$ cat src/rtl/muldiv_pkg.sv
// Shared definitions for the iterative multiply/divide unit: op codes,
// FSM state encoding and the default operand width.
package muldiv_pkg;

   localparam int MD_WIDTH = 32;

   localparam logic [2:0] OP_MULT  = 3'b000;
   localparam logic [2:0] OP_MULTU = 3'b001;
   localparam logic [2:0] OP_DIV   = 3'b010;
   localparam logic [2:0] OP_DIVU  = 3'b011;
   localparam logic [2:0] OP_MTHI  = 3'b100;
   localparam logic [2:0] OP_MTLO  = 3'b101;

   typedef enum logic [1:0] {
      ST_IDLE = 2'd0,
      ST_RUN  = 2'd1,
      ST_FIN  = 2'd2
   } state_t;

endpackage

$ cat src/rtl/muldiv_step.sv
// One iteration of the multiply/divide datapath. The accumulator holds
// {upper, lower} halves: for multiply {partial product, remaining multiplier},
// for divide {partial remainder, dividend bits / quotient bits}.
module muldiv_step
   import muldiv_pkg::*;
#(
   parameter int WIDTH = MD_WIDTH
) (
   input  logic                 is_div,
   input  logic [2*WIDTH-1:0]   acc,
   input  logic [WIDTH-1:0]     opnd,
   output logic [2*WIDTH-1:0]   acc_next
);

   logic [WIDTH:0] sum;
   logic [WIDTH:0] part;
   logic [WIDTH:0] trial;

   // Shift-add for multiply, restoring shift-subtract for divide.
   always_comb begin
      sum   = {1'b0, acc[2*WIDTH-1:WIDTH]} + (acc[0] ? {1'b0, opnd} : '0);
      part  = acc[2*WIDTH-1:WIDTH-1];
      trial = part - {1'b0, opnd};
      if (!is_div) begin
         // Carry out of the add lands in the top bit as everything shifts right.
         acc_next = {sum, acc[WIDTH-1:1]};
      end else if (!trial[WIDTH]) begin
         acc_next = {trial[WIDTH-1:0], acc[WIDTH-2:0], 1'b1};
      end else begin
         acc_next = {part[WIDTH-1:0], acc[WIDTH-2:0], 1'b0};
      end
   end

endmodule

$ cat src/rtl/muldiv_unit.sv
// Iterative MULT/MULTU/DIV/DIVU unit with architectural HI/LO registers.
// Magnitudes are iterated unsigned; signs are restored in the FIN cycle.
module muldiv_unit
   import muldiv_pkg::*;
#(
   parameter int WIDTH = MD_WIDTH
) (
   input  logic             clk,
   input  logic             rst,
   input  logic             start,
   input  logic [2:0]       op,
   input  logic [WIDTH-1:0] src_a,
   input  logic [WIDTH-1:0] src_b,
   output logic             busy,
   output logic             done,
   output logic [WIDTH-1:0] hi,
   output logic [WIDTH-1:0] lo
);

   localparam int CNT_W = $clog2(WIDTH + 1);
   localparam logic [CNT_W-1:0] CNT_LAST = CNT_W'(WIDTH - 1);

   state_t state_q, state_d;
   logic [CNT_W-1:0]   cnt_q;
   logic               busy_q, done_q;
   logic [WIDTH-1:0]   hi_q, lo_q;

   logic [WIDTH-1:0]   mag_a_q, mag_b_q, orig_a_q;
   logic [2*WIDTH-1:0] acc_q, acc_next;
   logic               is_div_q, neg_q, neg_rem_q, dz_q;

   logic               md_start, mthi, mtlo, op_div, op_sgn;
   logic               sa, sb;
   logic [WIDTH-1:0]   res_hi, res_lo;
   logic [2*WIDTH-1:0] prod;

   function automatic logic [WIDTH-1:0] abs_w(input logic signed [WIDTH-1:0] x);
      return x[WIDTH-1] ? WIDTH'(-x) : WIDTH'(x);
   endfunction

   function automatic logic [WIDTH-1:0] cond_neg_w(input logic signed [WIDTH-1:0] x,
                                                   input logic neg);
      return neg ? WIDTH'(-x) : WIDTH'(x);
   endfunction

   function automatic logic [2*WIDTH-1:0] cond_neg_2w(input logic signed [2*WIDTH-1:0] x,
                                                      input logic neg);
      return neg ? (2*WIDTH)'(-x) : (2*WIDTH)'(x);
   endfunction

   muldiv_step #(.WIDTH(WIDTH)) u_step (
      .is_div   (is_div_q),
      .acc      (acc_q),
      .opnd     (is_div_q ? mag_b_q : mag_a_q),
      .acc_next (acc_next)
   );

   // Request decode (IDLE only) and next-state logic.
   always_comb begin
      md_start = 1'b0;
      mthi     = 1'b0;
      mtlo     = 1'b0;
      op_div   = (op == OP_DIV) || (op == OP_DIVU);
      op_sgn   = (op == OP_MULT) || (op == OP_DIV);
      sa       = op_sgn & src_a[WIDTH-1];
      sb       = op_sgn & src_b[WIDTH-1];
      if (state_q == ST_IDLE && start) begin
         case (op)
            OP_MULT, OP_MULTU, OP_DIV, OP_DIVU: md_start = 1'b1;
            OP_MTHI:                            mthi     = 1'b1;
            OP_MTLO:                            mtlo     = 1'b1;
            default:                            ;
         endcase
      end
      state_d = state_q;
      case (state_q)
         ST_IDLE: if (md_start) state_d = ST_RUN;
         ST_RUN:  if (cnt_q == CNT_LAST) state_d = ST_FIN;
         ST_FIN:  state_d = ST_IDLE;
         default: state_d = ST_IDLE;
      endcase
   end

   // Sign fix-up of the final accumulator; divide by zero is forced explicitly.
   always_comb begin
      prod = cond_neg_2w(acc_q, neg_q);
      if (!is_div_q) begin
         res_hi = prod[2*WIDTH-1:WIDTH];
         res_lo = prod[WIDTH-1:0];
      end else if (dz_q) begin
         res_hi = orig_a_q;
         res_lo = '1;
      end else begin
         res_hi = cond_neg_w(acc_q[2*WIDTH-1:WIDTH], neg_rem_q);
         res_lo = cond_neg_w(acc_q[WIDTH-1:0], neg_q);
      end
   end

   // Control and architectural state; reset aborts any operation in flight.
   always_ff @(posedge clk or negedge rst) begin
      if (!rst) begin
         state_q <= ST_IDLE;
         cnt_q   <= '0;
         busy_q  <= 1'b0;
         done_q  <= 1'b0;
         hi_q    <= '0;
         lo_q    <= '0;
      end else begin
         state_q <= state_d;
         done_q  <= (state_q == ST_FIN);
         if (md_start) begin
            cnt_q  <= '0;
            busy_q <= 1'b1;
         end else if (state_q == ST_RUN) begin
            cnt_q <= cnt_q + 1'b1;
         end
         if (state_q == ST_FIN) begin
            busy_q <= 1'b0;
            hi_q   <= res_hi;
            lo_q   <= res_lo;
         end else begin
            if (mthi) hi_q <= src_a;
            if (mtlo) lo_q <= src_a;
         end
      end
   end

   // Operand latch at start, then one iteration per RUN cycle.
   always_ff @(posedge clk) begin
      if (md_start) begin
         mag_a_q   <= op_sgn ? abs_w(src_a) : src_a;
         mag_b_q   <= op_sgn ? abs_w(src_b) : src_b;
         orig_a_q  <= src_a;
         is_div_q  <= op_div;
         neg_q     <= sa ^ sb;
         neg_rem_q <= sa;
         dz_q      <= op_div && (src_b == '0);
         acc_q     <= {{WIDTH{1'b0}}, (op_div ? (op_sgn ? abs_w(src_a) : src_a)
                                              : (op_sgn ? abs_w(src_b) : src_b))};
      end else if (state_q == ST_RUN) begin
         acc_q <= acc_next;
      end
   end

   assign busy = busy_q;
   assign done = done_q;
   assign hi   = hi_q;
   assign lo   = lo_q;

endmodule

$ cat config.mk
export PLATFORM = sky130hd
export DESIGN_NAME = muldiv_unit
export DESIGN_NICKNAME = d
export VERILOG_FILES = /design/src/rtl/muldiv_pkg.sv /design/src/rtl/muldiv_step.sv /design/src/rtl/muldiv_unit.sv
export SDC_FILE = /design/constraint.sdc
export NUM_CORES = 1
export LEC_CHECK = 0
export ABC_CLOCK_PERIOD_IN_PS = 9350
export CORE_ASPECT_RATIO = 2
export CORE_MARGIN = 10
export CORE_UTILIZATION = 52
export CTS_CLUSTER_SIZE = 25
export DETAILED_ROUTE_END_ITERATION = 16
export HOLD_SLACK_MARGIN = 0.05
export PLACE_DENSITY = 0.72
export SYNTH_ARGS = -nofsm -noshare
export SYNTH_HDL_FRONTEND = slang
export SYNTH_SLANG_ARGS = --single-unit
$ cat constraint.sdc
create_clock -name clk -period 9.35 [get_ports clk]
set_input_delay 1.87 -clock clk [delete_from_list [all_inputs] [get_ports clk]]
set_output_delay 1.87 -clock clk [all_outputs]
set_load 0.03 [all_outputs]
==> results of run 1 <==
## kinds of logic (layout without fill, tap and decap cells)
group | Yosys count | count (layout)
and+or+nand+nor | 603 | 603
AOI/OAI and AO/OA | 596 | 596
DFF | 237 | 237
xor gates and xnor gates | 172 | 172
buffers and inverters | 167 | 243
muxes | 126 | 126
adders and majority gates | 71 | 71
## stage by stage
| stage | total power, mW | area, µm² | setup slack [ps] | utilization [%] | hold slack (ps) |
|---|---|---|---|---|---|
| 3_5_place_dp | 4.51 | 19100 | 3570 | 57.8 | 463 |
| 3_3_place_gp | 4.46 | 19100 | 3620 | 57.8 | 445 |
| 2_1_floorplan | 3.70 | 17500 | 3240 | - | 436 |
| 5_1_grt | 5.88 | 19900 | 3910 | 60.1 | 511 |
| 4_1_cts | 5.49 | 19900 | 4120 | 60.1 | 475 |
| 6_report | 5.55 | 19900 | 4070 | 60.1 | 473 |
## report_power, final
group	internal, mW	switching, mW	total (mW)
logic	1.20	1.68	2.88
registers	1.34	0.360	1.70
clock network	0.519	0.452	0.971
## final cells by class
class | instances | share of cell area (%)
Multi-Input combinational cell | 1568 | 52.4
Sequential cell | 237 | 32.3
Timing Repair Buffer | 164 | 7.95
Clock buffer | 23 | 2.90
Tap cell | 432 | 2.72
Clock inverter | 17 | 0.901
Inverter | 39 | 0.749
## how the worst max path moves through the flow
stage | startpoint | to | slack [ps] | cells after the start
after global routing | src_b[0] | acc_q[30] | 3910 | 12
after CTS | src_b[4] | acc_q[30] | 4120 | 10
after floorplan | start | acc_q[21] | 3240 | 7
after global placement | src_b[4] | acc_q[30] | 3620 | 10
after detailed placement | src_b[4] | acc_q[30] | 3570 | 10
final | src_b[0] | acc_q[30] | 4070 | 12
## placed cells by master, fill, tap and decap left out, drive strengths merged, types with 10 or more instances in the layout
cell           Yosys  routed
o41ai             11      11
or4               16      16
mux2i            112     112
nor2             161     161
a21oi            144     144
a32oi             30      30
ha                69      69
xnor2             73      73
o21bai            14      14
a211oi            34      34
or2               11      11
clkdlybuf4s50      0     134
clkbuf           109      23
a221oi            10      10
dfrtp             74      74
or3               26      26
nand3             21      21
edfxtp           131     131
o31ai             25      25
nor3              38      38
nand4             20      20
nor4              21      21
o221ai            10      10
a31oi             20      20
o21ai            154     154
xor2              99      99
a21o              32      32
o22ai             15      15
nand2            208     208
nor2b             28      28
and2              10      10
dfxtp             32      32
o211ai            20      20
inv               38      44
mux2              14      14
o21a              10      10
nand2b            22      22
buf               19      30
## state kept, by name, summed over array words and instances (netlist names)
name       flops
dz_q           1
state_q        2
neg_rem_q      1
lo            32
neg_q          1
mag_a_q       32
busy           1
orig_a_q      31
mag_b_q       32
is_div_q       1
acc_q         64
cnt_q          6
hi            32
done           1
## metal layers
layer  vias to the layer above  wire length, µm
li1                       7453                -
met1                      7926            21800
met2                       789            32500
met3                       222             3560
met4                         0             4070
met5                         -                0
==> results_dict.tcl, run 1 <==
set metrics [dict create \
    io_buffer_count 135 \
    vias 16400 \
    r2r_cells 13 \
    synthXorXnorAreaFrac_pct 8.63 \
    r2r-start "is_div_q" \
    synth_compound_area_share_pct 22.1 \
    fin_crit_sh_pct 56.5 \
    clock_latency_ps 530 \
    path_max_fanout 5 \
    hp-class "flip-flop to flip-flop" \
    hp-start "cnt_q[5]" \
    drive_gt1_share_pct 6.05 \
    synth_cell_types 76 \
    dr.pass1.iters 5 \
    r2r-end "acc_q[48]" \
    critPathRequiredTime_ps 9630 \
    rows 94 \
    synth_area_leaders "edfxtp_1 (23%), dfrtp_1 (11%), mux2i_1 (6.4%)" \
    rsz0062_at_grt "no" \
    drtAntennaViolNets 0 \
    ctsHoldBuffers 0 \
    cts_resized 0 \
    path_cells "clkdlybuf4s50_1, inv_1, ha_1, nand2b_1, nor4_1, and2_1, nand2_1, nor4_1, nand2_1, o41ai_1, xnor2_1, o21ba_2" \
    postSynthCellCount 1972 \
    yosys_warnings 0 \
    grt_max_degree 103 \
    worst_setup_path_start_kind "primary input" \
    fp.dieArea_um2 41700 \
    worstMarginPinSlew_ps 1210 \
    slew_headroom_pct 18.5 \
    r2r_slack_ps 4490 \
    p_leak_nw 7.70 \
    cp_slowest_stage_delay_ps 840 \
    globalRoute.busiestLayer "met2" \
    areaGrowthSynthToFinish_pct 13.8 \
    drc 0 \
    pwr_density_cell_nw_per_um2 279 \
    synth_area_per_cell_um2 8.85 \
    postCtsSetupBuffers 0 \
    netlist_area_um2 17500 \
    wirelength_mm 61.9 \
    multi_input_area_um2 10400 \
    seqCellArea_um2 6430 \
    status "completed" \
    use_met1_pct 30.6 \
    via_per_inst 6.61 \
    grt-ovfl-total 0 \
    track_usage_pct 28.7 \
    cp-end-kind "flip-flop" \
    grt_antenna_before_repair 0 \
    num-fill-cells 2856 \
    yosys.area_share.adder_pct 5.17 \
    gp_congestion 0.951 \
    whs_endpoint "state_q[1]" \
    cts_buffer_depth 3 \
    crit_slowest_cell "nor4_1" \
    maxCapViolCount 0 \
    critical_path.top_delay_family "simple AND/OR/NAND/NOR gates" \
    fp.coreArea_um2 33000 \
    finalHoldViolCount 0 \
    path_class "primary input to flip-flop" \
    crit_buf_inv 2 \
    synth_top_family_by_area "compound AO/OA/AOI/OAI gates" \
    synth_fp_nets 2113 \
    ios 136 \
    routedWlPerCell_um 25.0 \
    cts_tree "built" \
    maxSlewViolCount 0 \
    synthSimpleGateAreaFrac_pct 16.3 \
    synth.area.mux_share_pct 7.33 \
    htreeDepth 1 \
    arrival_ps 5560 \
    peakVddDrop_mv 0.154 \
    met3_usage_pct 3.39 \
    ys_seq_area_share_pct 36.8 \
    cts_sinks 237 \
    async_reset_ff_share_pct 31.2 \
    numCtsBuffers 22 \
    die-height_um 279 \
    post-synth-top-area-fraction_pct 22.5 \
    finalNonFillerCells 2480 \
    grtUsageMet2_pct 51.8 \
    final_nets 2173 \
    timing.clock.skew_ps 13.6 \
    synth_edf_count 131 \
    initial_utilization_pct 52.8 \
    final.setup.tns_ps 0 \
    ys_ff_latch 237 \
    placed_cells 2440 \
    diodes 0 \
    dp_hpwl_mm 46.2 \
    fmax_mhz 189 \
    ys.flop_type "edfxtp_1" \
    min_path_cells 1 \
    grt_pass1_vias 16200 \
    yosys.area.top_type "edfxtp_1" \
    grt_pass1_wl_mm 93.7 \
    cts-root-buf "clkbuf_16" \
    drt_first_iter_violations 1576 \
    yosysMostFrequentCell "nand2_1" \
    fin_crit_ps 5280 \
    die_x_um 150 \
    setup_violations 0 \
    synthTopCellsByCount "nand2_1 (208), nor2_1 (161), o21ai_0 (150)" \
    path_clk_slew_ps 70 \
]
Power figures use the tool's default switching activity.
==> run 2: changes to the inputs <==
--- a/config.mk
+++ b/config.mk
@@ -5,7 +5,7 @@
 export SDC_FILE = /design/constraint.sdc
 export NUM_CORES = 1
 export LEC_CHECK = 0
-export ABC_CLOCK_PERIOD_IN_PS = 9350
+export ABC_CLOCK_PERIOD_IN_PS = 5220
 export CORE_ASPECT_RATIO = 2
 export CORE_MARGIN = 10
 export CORE_UTILIZATION = 52
==> constraint.sdc (replaced) <==
create_clock -name clk -period 5.22 [get_ports clk]
set_input_delay 1.044 -clock clk [delete_from_list [all_inputs] [get_ports clk]]
set_output_delay 1.044 -clock clk [all_outputs]
set_load 0.03 [all_outputs]
==> run 2 against run 1 <==
Against the previous run: register-to-register slack got worse by 4100 ps; count of clock-buffer cells in the layout increased by 3; global-route usage increased by 1.3 points; clock power increased by 88%; critical path type is now flip-flop to flip-flop; critical endpoint is now acc_q[48]; largest cell class unchanged; highest routed layer unchanged.
==> results_dict.tcl, run 2 (synthesis results as in run 1) <==
set metrics [dict create \
    status "completed" \
    seqCellArea_um2 6430 \
    path_max_fanout 40 \
    grt_pass1_wl_mm 97.5 \
    setup_violations 0 \
    vias 16500 \
    postCtsSetupBuffers 0 \
    cts_sinks 237 \
    fin_area_um2 20100 \
    slew_headroom_pct 25.9 \
    dp_slack_ps 452 \
    gp_congestion 1.04 \
    multi_input_area_um2 10400 \
    fp.coreArea_um2 33000 \
    finalHoldViolCount 0 \
    largest_register_ff_count 64 \
    cts_buffer_depth 3 \
    path_clk_slew_ps 70 \
    critPathRequiredTime_ps 5630 \
    cts-root-buf "clkbuf_16" \
    ctsHoldBuffers 0 \
    drive_gt1_share_pct 6.95 \
    cp-end-kind "flip-flop" \
    numCtsBuffers 23 \
    routedWlPerCell_um 25.8 \
    fin_crit_sh_pct 93.2 \
    maxSlewViolCount 0 \
    areaGrowthSynthToFinish_pct 15.2 \
    rows 94 \
    path_cells "buf_12, buf_12, mux2i_1, ha_1, a21oi_1, o21ai_0, a21oi_1, o21ai_0, a221oi_1, xnor2_2, buf_12, mux2_2, mux2i_1, o21ai_0" \
    arrival_ps 5270 \
    drt_first_iter_violations 1580 \
    power.total_mw 10.2 \
    ios 136 \
    clock_latency_ps 540 \
    dp_hpwl_mm 48.9 \
    worst_setup_path_start_kind "flip-flop" \
    crit_slowest_cell "edfxtp_1" \
    largest-register "acc_q" \
    diodes 0 \
    final.setup.tns_ps 0 \
    worstMarginPinSlew_ps 1110 \
    fmax_mhz 206 \
    via_per_inst 6.59 \
    grt_max_degree 101 \
    grt-ovfl-total 0 \
    initial_utilization_pct 52.8 \
    hp-class "flip-flop to flip-flop" \
    pwr_density_cell_nw_per_um2 507 \
    drc 0 \
    rsz0062_at_grt "no" \
    maxCapViolCount 0 \
    fin_ws_ps 355 \
    placed_cells 2461 \
    fp.dieArea_um2 41700 \
    drtAntennaViolNets 0 \
    p_leak_nw 7.84 \
    fin_crit_ps 4870 \
    hold_slack_ps 478 \
    grt_antenna_before_repair 0 \
    cts_resized 0 \
    track_usage_pct 30.0 \
    final_util_pct 60.8 \
    final_nets 2195 \
    peakVddDrop_mv 0.376 \
    die-height_um 279 \
    finalNonFillerCells 2503 \
    path_class "flip-flop to flip-flop" \
    htreeDepth 1 \
    die_x_um 150 \
    layout_commonest_cell "nand2_1" \
    io_buffer_count 135 \
    dr.pass1.iters 6 \
    place_area_um2 19300 \
    layout_common_cells "nand2_1 (208), nor2_1 (161), o21ai_0 (150), a21oi_1 (143), clkdlybuf4s50_1 (134)" \
    num-fill-cells 2851 \
    cts_tree "built" \
    grt_pass1_vias 16400 \
    cp_slowest_stage_delay_ps 860 \
    wirelength_mm 64.6 \
    timing.clock.skew_ps 11.8 \
]
[run 2: layer usage]
| metal | wire length (µm) | share of wire [%] | track usage [%] |
|---|---|---|---|
| met2 | 33300 | 51 | 53.2 |
| met4 | 4410 | 6.8 | 17.9 |
| met5 | 0 | 0 | 0 |
| met1 | 22900 | 35 | 33.4 |
| met3 | 4050 | 6.3 | 3.16 |
[run 2: final timing paths]
path                            cells after the start  slack [ps]          to  startpoint
max in group asynchronous                           1        3780      lo[24]         rst
worst max-delay path                               14         350   acc_q[48]    is_div_q
min in group asynchronous                           1         680       lo[6]         rst
worst min register to register                      1         480  state_q[1]    cnt_q[5]
worst max register to register                     14         350   acc_q[48]    is_div_q
worst min-delay path                                1         480  state_q[1]    cnt_q[5]
[run 2: critical path: cells and delay by family, from the launching register on]
family	cells	cell delay (ps)
compound gates	6	1390
fa+ha+maj	1	490
flops	1	860
mux	3	1050
buf+inv	3	730
xor+xnor	1	190
[run 2: area by class of cell]
cell class                      instances  area share (%)
Clock buffer                           26            3.02
Clock inverter                         16           0.952
Inverter                               39           0.740
Multi-Input combinational cell       1568            51.8
Sequential cell                       237            32.0
Tap cell                              432            2.69
Timing Repair Buffer                  185            8.82
[run 2: power by group]
group          internal, mW  switching [mW]
sequential             2.40           0.665
clock                  1.04           0.790
combinational          2.21            3.08
total                  5.65            4.54
